==> src/rtl/psram_arbiter.sv <==
// Two-port round-robin arbiter and sequencer in front of the PSRAM controller.
// Turns per-port req/ack/done handshakes into the controller's go/idle protocol, guarded by a watchdog.
module psram_arbiter #(
    parameter int ADDR_W  = 26,
    parameter int DATA_W  = 16,
    parameter int TIMEOUT = 63
) (
    input  logic              sysclk,
    input  logic              rst_n,
    input  logic              p0_req,
    input  logic              p0_we,
    input  logic [ADDR_W-1:0] p0_addr,
    input  logic [DATA_W-1:0] p0_wdata,
    input  logic [1:0]        p0_be_n,
    output logic              p0_ack,
    output logic              p0_done,
    input  logic              p1_req,
    input  logic              p1_we,
    input  logic [ADDR_W-1:0] p1_addr,
    input  logic [DATA_W-1:0] p1_wdata,
    input  logic [1:0]        p1_be_n,
    output logic              p1_ack,
    output logic              p1_done,
    output logic [DATA_W-1:0] rd_data,
    output logic              mem_go,
    output logic              mem_command,
    output logic [ADDR_W-1:0] mem_addr,
    output logic [DATA_W-1:0] mem_data_out,
    output logic [1:0]        mem_byte_en,
    input  logic              mem_idle,
    input  logic [DATA_W-1:0] mem_data_in,
    output logic              busy,
    output logic              timeout_err
);
    typedef enum logic [1:0] {S_IDLE, S_ISSUE, S_BUSY, S_DONE} state_t;

    state_t            state_q, state_d;
    logic              last_grant_q, last_grant_d;
    logic              owner_q, owner_d;
    logic [7:0]        wdog_q, wdog_d;
    logic [7:0]        wdog_inc;
    logic              wdog_hit;
    logic              sel;
    logic              mem_go_q, mem_go_d;
    logic              mem_command_q, mem_command_d;
    logic [ADDR_W-1:0] mem_addr_q, mem_addr_d;
    logic [DATA_W-1:0] mem_data_out_q, mem_data_out_d;
    logic [1:0]        mem_byte_en_q, mem_byte_en_d;
    logic [DATA_W-1:0] rd_data_q, rd_data_d;
    logic              timeout_err_q, timeout_err_d;
    logic              p0_ack_q, p0_ack_d;
    logic              p1_ack_q, p1_ack_d;
    logic              p0_done_q, p0_done_d;
    logic              p1_done_q, p1_done_d;

    // wdog counts cycles already spent in ISSUE/BUSY; abort once it would reach TIMEOUT
    assign wdog_inc = wdog_q + 8'd1;
    assign wdog_hit = (wdog_inc == 8'(TIMEOUT));
    assign sel      = (p0_req && p1_req) ? ~last_grant_q : p1_req;

    always_comb begin
        state_d        = state_q;
        last_grant_d   = last_grant_q;
        owner_d        = owner_q;
        wdog_d         = wdog_q;
        mem_go_d       = mem_go_q;
        mem_command_d  = mem_command_q;
        mem_addr_d     = mem_addr_q;
        mem_data_out_d = mem_data_out_q;
        mem_byte_en_d  = mem_byte_en_q;
        rd_data_d      = rd_data_q;
        timeout_err_d  = timeout_err_q;
        p0_ack_d       = 1'b0;
        p1_ack_d       = 1'b0;
        p0_done_d      = 1'b0;
        p1_done_d      = 1'b0;
        case (state_q)
            S_IDLE: begin
                if (p0_req || p1_req) begin
                    owner_d        = sel;
                    last_grant_d   = sel;
                    mem_command_d  = sel ? ~p1_we : ~p0_we;
                    mem_addr_d     = sel ? p1_addr : p0_addr;
                    mem_data_out_d = sel ? p1_wdata : p0_wdata;
                    mem_byte_en_d  = sel ? p1_be_n : p0_be_n;
                    mem_go_d       = 1'b1;
                    p0_ack_d       = ~sel;
                    p1_ack_d       = sel;
                    wdog_d         = '0;
                    state_d        = S_ISSUE;
                end
            end
            S_ISSUE: begin
                if (!mem_idle) begin
                    mem_go_d = 1'b0;
                    wdog_d   = '0;
                    state_d  = S_BUSY;
                end else if (wdog_hit) begin
                    mem_go_d      = 1'b0;
                    timeout_err_d = 1'b1;
                    p0_done_d     = ~owner_q;
                    p1_done_d     = owner_q;
                    state_d       = S_DONE;
                end else begin
                    wdog_d = wdog_inc;
                end
            end
            S_BUSY: begin
                if (mem_idle) begin
                    if (mem_command_q) begin
                        rd_data_d = mem_data_in;
                    end
                    p0_done_d = ~owner_q;
                    p1_done_d = owner_q;
                    state_d   = S_DONE;
                end else if (wdog_hit) begin
                    timeout_err_d = 1'b1;
                    p0_done_d     = ~owner_q;
                    p1_done_d     = owner_q;
                    state_d       = S_DONE;
                end else begin
                    wdog_d = wdog_inc;
                end
            end
            S_DONE: begin
                mem_command_d = 1'b1;
                state_d       = S_IDLE;
            end
            default: state_d = S_IDLE;
        endcase
    end

    always_ff @(posedge sysclk or negedge rst_n) begin
        if (!rst_n) begin
            state_q        <= S_IDLE;
            last_grant_q   <= 1'b1;
            owner_q        <= 1'b0;
            wdog_q         <= '0;
            mem_go_q       <= 1'b0;
            mem_command_q  <= 1'b1;
            mem_addr_q     <= '0;
            mem_data_out_q <= '0;
            mem_byte_en_q  <= 2'b11;
            rd_data_q      <= '0;
            timeout_err_q  <= 1'b0;
            p0_ack_q       <= 1'b0;
            p1_ack_q       <= 1'b0;
            p0_done_q      <= 1'b0;
            p1_done_q      <= 1'b0;
        end else begin
            state_q        <= state_d;
            last_grant_q   <= last_grant_d;
            owner_q        <= owner_d;
            wdog_q         <= wdog_d;
            mem_go_q       <= mem_go_d;
            mem_command_q  <= mem_command_d;
            mem_addr_q     <= mem_addr_d;
            mem_data_out_q <= mem_data_out_d;
            mem_byte_en_q  <= mem_byte_en_d;
            rd_data_q      <= rd_data_d;
            timeout_err_q  <= timeout_err_d;
            p0_ack_q       <= p0_ack_d;
            p1_ack_q       <= p1_ack_d;
            p0_done_q      <= p0_done_d;
            p1_done_q      <= p1_done_d;
        end
    end

    assign p0_ack       = p0_ack_q;
    assign p1_ack       = p1_ack_q;
    assign p0_done      = p0_done_q;
    assign p1_done      = p1_done_q;
    assign rd_data      = rd_data_q;
    assign mem_go       = mem_go_q;
    assign mem_command  = mem_command_q;
    assign mem_addr     = mem_addr_q;
    assign mem_data_out = mem_data_out_q;
    assign mem_byte_en  = mem_byte_en_q;
    assign timeout_err  = timeout_err_q;
    assign busy         = (state_q != S_IDLE);

endmodule

==> config.mk <==
export PLATFORM = sky130hd
export DESIGN_NAME = psram_arbiter
export DESIGN_NICKNAME = d
export VERILOG_FILES = /design/src/rtl/psram_arbiter.sv
export SDC_FILE = /design/constraint.sdc
export NUM_CORES = 1
export LEC_CHECK = 0
export CAP_MARGIN = 15
export CORE_MARGIN = 2
export CORE_UTILIZATION = 42
export CTS_BUF_LIST = sky130_fd_sc_hd__clkbuf_8
export CTS_CLUSTER_DIAMETER = 100
export CTS_CLUSTER_SIZE = 14
export DETAILED_ROUTE_END_ITERATION = 8
export GPL_ROUTABILITY_DRIVEN = 0
export GPL_TIMING_DRIVEN = 0
export PLACE_DENSITY = 0.84
export SKIP_CTS_REPAIR_TIMING = 1
export SLEW_MARGIN = 20
export SYNTH_ARGS = -nofsm -noshare
export SYNTH_HDL_FRONTEND = slang
export SYNTH_SLANG_ARGS = --single-unit
==> constraint.sdc <==
create_clock -name sysclk -period 2 [get_ports sysclk]
set_clock_uncertainty 0.05 [all_clocks]
set_input_delay 0.5 -clock sysclk [delete_from_list [all_inputs] [get_ports sysclk]]
set_output_delay 0.5 -clock sysclk [all_outputs]
set_load 0.02 [all_outputs]
* Word level (Yosys, flattened, before mapping) *
Index checks and enable logic that the tools add are counted.

operators by class
  eq/ne operators = 8
  mux-type cells = 37
  add/sub/neg operators = 1
  reductions and logical operators = 14
  bitwise gates (word level) = 5

operators by type and width
  cell                                                              count
  8-bit two-way mux                                                 4
  26-bit two-way mux                                                1
  8-bit one-hot mux with 3 select lines                             1
  1-bit two-way mux                                                 19
  16-bit two-way mux                                                1
  3-bit AND reduction                                               4
  2-bit two-way mux                                                 5
  1-bit one-hot mux with 2 select lines                             5
  8-bit by 1-bit adder with 8-bit output (second input constant)    1
  8-bit by 6-bit == test with 1-bit output (second input constant)  1
  2-bit one-hot mux with 4 select lines                             1
  2-bit nonzero test                                                4
  2-bit inequality test (second input constant)                     3
  1-bit NOT                                                         5
  2-bit == test (second input constant)                             2
  2-bit AND reduction                                               2
  3-bit inequality test (second input constant)                     1
  3-bit nonzero test                                                1
  2-bit by 1-bit == test with 1-bit output (second input constant)  1
  2-bit logical NOT                                                 1
  1-bit logical AND                                                 1
  1-bit logical OR                                                  1

storage, ports and cells
  word-level logic and storage cells = 80
  input bits = 111
  output and inout bits = 68
  register bits after elaboration = 79

* Depth between registers and ports, before layout *
Gate-level depths: netlist of run 1.

  depth in word-level cells = 5
  depth in mapped cells = 8
  mapped depth without buffers = 7

* Worst setup path after synthesis of run 1 *
No wires, ideal clock.

  path type = register to register
  start = register state_q[0]
  end = register wdog_q[5]
  arrival = 1.637 ns
  slack = 0.248 ns
  library setup time = 0.066 ns
  clock period less this slack = 1.752 ns
  buffers on the path = 1
  cell stages (with the launch flop) = 8
  cell sequence = dfrtp_1 > inv_1 > ha_1 > buf_2 > a221oi_2 > nand2_1 > a31oi_4 > a22o_1

on the way
  longest elaborated chain between the ends = 3
  elaborated cells between the ends (all ways) = 8
  classes of those cells = eq/ne (4); mux (1); reduce/logical (3)

ends and longest elaborated chain
  item                                                                          line  source
  start, declared                                                               37    state_t state_q, state_d;
  start signal, assigned                                                        151   state_q <= state_d;
  2-bit == test, or another cell as far along                                   77    case (state_q)
  2-bit inequality test (no source line) or 3-bit nonzero test (tied branches)  n/a
  3-bit AND reduction (no source line)                                          n/a
  end signal, assigned                                                          154   wdog_q <= wdog_d;
  end, declared                                                                 40    logic [7:0] wdog_q, wdog_d;

Several ways; a longest one is shown, not always the timed one.
A chain may end at the register's enable or synchronous reset.

* Final worst setup path of run 1 *
  start = register state_q[1]
  end = output port busy

on the way
  longest elaborated chain between the ends = 1

ends and longest elaborated chain
  item                line  source
  2-bit nonzero test  180   assign busy = (state_q != S_IDLE);
  end, declared       32    output logic busy,

Every way passes these cells.

==> results.ini, run 1 <==
[clock_network]
clock-sinks=79
clkLatencyLatePin_ns=0.34
htree_levels=3
cts-root-buf=clkbuf_8
cts_buffer_depth=2
clkTransAtPathRegs_ns=0.08
cts_tree=yes
numCtsBuffers=9

[yosys]
ys_async_sr_fraction_pct=100.0
yosys_register_bits=79
syn-instance-count=340
ys_types=47
synth_top_area_share_pct=50.44
synth_nets=458
syn-cell-area_mm2=0.003721
yosysSeqAreaShare_pct=53.26
ys_warn_count=0
ys.flop_type=dfrtp_1
syn_area_per_cell_um2=10.94
yosys-top-cells-area=dfrtp_1 (50%), mux2i_1 (10%), o21ai_0 (7.0%), nand2_1 (5.5%), mux2_2 (4.8%)
yosys.area.top_type=dfrtp_1
synth_edf_count=0

[sta]
fin_crit_ns=2.002
hold_violations=0
fin_ws_ns=-0.002052
final_max_slew_viol_count=0
fin_setup_tns_ns=-0.002052
grt_setup_unrepaired=yes
max_clock_freq_ghz=0.4995
period_share_pct=100.1
slew_headroom_pct=63.23
finalSetupViolCount=1
tightest_slew_ns=0.5496
worst_hold_slack_ns=0.03695

[routing]
route.met2.wl_um=5455
routed_wl_um=10560
ant_nets=0
dr_wl_met3_um=686
drt_iter0_drc=60
wl_per_cell_um=16.27
num_vias=3331
drtPass1Iterations=4
maxUsedRoutingLayer=met4
drt-met1-wl_um=4214
routed_via_density=5.133
drc=0

[floorplanning]
die_y_um=98.13
pin_count=179
start_util_pct=43.09
dieWidth_um=98.13
dieArea_mm2=0.009629
rows=34
core_mm2=0.008636

[layout]
final_nets=654
syn_to_final_growth_pct=60.26
drive_above_1_share_pct=14.79
diodes=0
fillers=656

[setup_path]
crit_arrival_ns=1.45
cp_max_fo=6
cp_slowest_cell=dfrtp_2
crit_required_ns=1.45
crit_type=flip-flop to output port
critPathCaptureType=output port
slowest_delay_ns=0.46
crit_buf_inv=4
start_kind=flip-flop
cp_top_family=flip-flops
crit_chain=inv_2 -> ha_2 -> buf_6 -> clkinvlp_4 -> buf_2

[hold_path]
hold_class=primary input to asynchronous set/reset pin

[placement]
place_ws_ns=-0.6782
dp_hpwl_um=8162
place.port_buffers=177

[power_and_ir_drop]
ir_worst_vdd_mv=0.6889
powerDensity_mw_per_mm2=1380
power_mw=8.230
p_leak_nw=2.589

[run_status]
violations=setup timing
status=complete, but fails checks

[global_route]
antenna_found_initial=0
grt_pass1_wl_um=17040
grt_start_max_net_pins=49
grt_use_total_pct=21.90
first_global_vias=3503
grt.overflow.total=0

[run]
drv_cap=0

-- cell usage after synthesis, types with 4 or more instances --
library cell,number
dfrtp_1,75
nand2_1,55
o21ai_0,52
mux2i_1,38
mux2_2,16
nor2_1,11
clkbuf_1,10
inv_1,8
a22oi_1,7
ha_1,7
a22o_1,4
dfstp_2,4
-- state kept, by name, indices dropped and copies added (netlist names), 2 cells and up --
| signal | count |
|---|---|
| rd_data | 16 |
| mem_data_out | 16 |
| wdog_q | 8 |
| mem_addr | 26 |
| mem_byte_en | 2 |
| state_q | 2 |
-- metal layers --
metal / up-vias / track usage, %
met2: 131 / 37.51
li1: 1589 / -
met1: 1594 / 27.23
met3: 17 / 5.225
met5: - / 0
met4: 0 / 7.479
-- placed cells by master, fill, tap and decap left out, types with 5 or more instances in the layout --
master           synthesis  layout
a22oi_1                  7       7
mux2_2                  16      16
mux2i_1                 38      38
o21ai_0                 52      51
clkdlybuf4s50_1          0     172
dfrtp_1                 75      73
buf_4                    1       7
nand2_1                 55      54
clkbuf_2                 0       7
clkbuf_8                 0      11
inv_1                    8       6
buf_6                    3       5
nor2_1                  11      11
ha_1                     7       6
-- metrics by stage --
step	cell area [um^2]	std cells	util, %
2_1_floorplan	3721	340	-
3_3_place_gp	5628	625	65.17
3_5_place_dp	5653	626	65.46
4_1_cts	5837	642	67.59
5_1_grt	5963	649	69.05
6_report	5963	649	69.05
-- final timing paths --
kind | startpoint | end | slack [ns] | cells after the start
max in group asynchronous | rst_n | mem_byte_en[0] | 1.22 | 2
max reg2reg | wdog_q[1] | p0_done | 0.10 | 6
min | rst_n | p1_done | 0.04 | 1
min in group sysclk | mem_addr[4] | mem_addr[4] | 0.43 | 2
max | state_q[1] | busy | -0.002 | 5
min reg2reg | mem_addr[4] | mem_addr[4] | 0.43 | 2
-- where the power goes --
part	total, mW	switching, mW	leakage, nW	internal [mW]
logic	4.43	2.30	1.53	2.13
registers	2.71	0.388	0.973	2.32
clock network	1.09	0.580	0.0873	0.514
-- cell type report --
cell class | count | area (um^2) | share of cell area [%]
flip-flops and latches | 79 | 1984 | 33.28
inverters | 9 | 37.54 | 0.6295
repair buffers | 185 | 1864 | 31.26
well taps | 108 | 135.1 | 2.266
clock inverters | 5 | 32.53 | 0.5455
plain buffers | 17 | 113.9 | 1.909
multi-input cells | 235 | 1644 | 27.57
clock buffers | 11 | 151.4 | 2.539
-- cell families after synthesis --
| group | after synthesis | share of synthesized area [%] |
|---|---|---|
| AOI/OAI and AO/OA | 88 | 15.37 |
| DFF | 79 | 53.26 |
| muxes | 54 | 15.06 |
| adders and majority gates | 7 | 2.354 |
| xor gates and xnor gates | 3 | 0.7062 |
| and+or+nand+nor | 83 | 9.819 |
| buffers and inverters | 26 | 3.430 |
Note: power is estimated with default switching activity, not from simulation.
==> run 2, diff against run 1 <==
--- a/config.mk
+++ b/config.mk
@@ -6,6 +6,7 @@
 export NUM_CORES = 1
 export LEC_CHECK = 0
 export CAP_MARGIN = 15
+export CORE_ASPECT_RATIO = 1.1
 export CORE_MARGIN = 2
 export CORE_UTILIZATION = 42
 export CTS_BUF_LIST = sky130_fd_sc_hd__clkbuf_8
==> run 2 against run 1 <==
Compared with the run above: setup slack got worse by 0.067 ns; via count increased by 1.8%; total power increased by 2.5%; die area about the same; combinational power about the same; non-clock buffer count increased by 1; clock power increased by 22%; highest routed layer unchanged; the flow still finishes with violations (setup timing); register-to-register slack about the same; critical endpoint unchanged.
==> results.ini, run 2 (synthesis results as in run 1) <==
[layout]
diodes=0
final_cells=656
final_cell_area_mm2=0.006003
mostFrequentLayoutCells=clkdlybuf4s50_1 (172), dfrtp_1 (74), nand2_1 (54)
largest_reg_flops=26
drive_above_1_share_pct=14.94
final_nets=655
layout_commonest_cell=clkdlybuf4s50_1
syn_to_final_growth_pct=61.33

[power_and_ir_drop]
p_leak_nw=2.620
ir_worst_vdd_mv=0.6766
powerDensity_mw_per_mm2=1405

[sta]
final_max_slew_viol_count=0
slew_headroom_pct=63.60
fin_crit_ns=2.069
grt_setup_unrepaired=yes
tightest_slew_ns=0.5460
hold_violations=0
finalSetupViolCount=1
max_clock_freq_ghz=0.4832
fin_ws_ns=-0.06947
period_share_pct=103.5

[run_status]
status=complete, but fails checks
violations=setup timing

[routing]
num_vias=3391
drt_iter0_drc=162
routed_wl_um=10870
drtPass1Iterations=4
ant_nets=0
drc=0
wl_per_cell_um=16.57
routed_via_density=5.169

[clock_network]
clock-sinks=79
cts-root-buf=clkbuf_8
clkTransAtPathRegs_ns=0.08
cts_buffer_depth=2
cts_tree=yes
htree_levels=3
clkLatencyLatePin_ns=0.35
numCtsBuffers=9

[floorplanning]
dieArea_mm2=0.009629
dieWidth_um=93.75
start_util_pct=42.58
rows=36
die_y_um=102.7
pin_count=179
core_mm2=0.008738

[placement]
place.port_buffers=177
dp_hpwl_um=8268
place_inst=632
place_area_mm2=0.005653

[global_route]
grt.overflow.total=0
grt_start_max_net_pins=43
grt_pass1_wl_um=16480
first_global_vias=3439
antenna_found_initial=0
grt_use_total_pct=22.10

[setup_path]
cp_max_fo=6
critPathCaptureType=output port
reg2reg_depth=5
crit_arrival_ns=1.52
start_kind=flip-flop
crit_required_ns=1.45
worstReg2RegEnd=rd_data[11]
reg2reg_from=state_q[0]
crit_type=flip-flop to output port
r2r_setup_slack_ns=0.09

[run]
drv_cap=0

[hold_path]
hold_class=primary input to asynchronous set/reset pin

==> run 2: worst max-delay path, cell delays in order (launching register included) <==
cell        delay, ns
dfrtp_2          0.45
inv_1            0.11
ha_2             0.20
buf_6            0.14
clkinvlp_4       0.11
clkbuf_2         0.16
==> run 2: routing by layer <==
| metal | up-vias | global-route usage, % | part of all wire, % |
|---|---|---|---|
| met5 | - | 0 | 0 |
| li1 | 1589 | - | - |
| met2 | 133 | 40.16 | 52 |
| met1 | 1643 | 26.11 | 38 |
| met4 | 0 | 8.027 | 2.8 |
| met3 | 26 | 4.240 | 6.3 |
==> run 2: final cells by class <==
cell class / count / area [um^2]
plain buffers: 17 / 113.9
clock buffers: 11 / 151.4
clock inverters: 5 / 72.57
fillers: 673 / 2735
inverters: 9 / 37.54
multi-input cells: 235 / 1650
flip-flops and latches: 79 / 1983
well taps: 114 / 142.6
repair buffers: 186 / 1852
==> run 2: through the flow <==
stage          power (mW)  utilization (%)  TNS (ns)  setup WS, ns  hold slack (ns)
6_report            8.433            68.70  -0.06947      -0.06947          0.07552
3_3_place_gp        6.771            64.49   -209.63        -2.391           0.4118
3_5_place_dp        6.923            64.69    -26.54       -0.5728           0.4203
4_1_cts             8.259            67.25    -8.118       -0.7708          0.09179
5_1_grt             8.936            68.70   -0.1616       -0.1323           0.1125
2_1_floorplan       4.886                -         0        0.2476           0.1544
==> run 2: how the worst max path moves through the flow <==
| stage | from | to | slack [ns] | cells after the start |
|---|---|---|---|---|
| 3_3_place_gp | rst_n | mem_addr[11] | -2.39 | 1 |
| 4_1_cts | state_q[0] | busy | -0.77 | 5 |
| 2_1_floorplan | state_q[0] | wdog_q[5] | 0.25 | 7 |
| 6_report | state_q[1] | busy | -0.07 | 5 |
| 3_5_place_dp | p0_req | mem_addr[4] | -0.57 | 6 |
| 5_1_grt | state_q[1] | busy | -0.13 | 5 |
==> run 2: power by group <==
part | internal [mW] | leakage [nW] | switching (mW)
clock network | 0.761 | 0.122 | 0.564
registers | 2.32 | 0.974 | 0.383
logic | 2.11 | 1.52 | 2.29
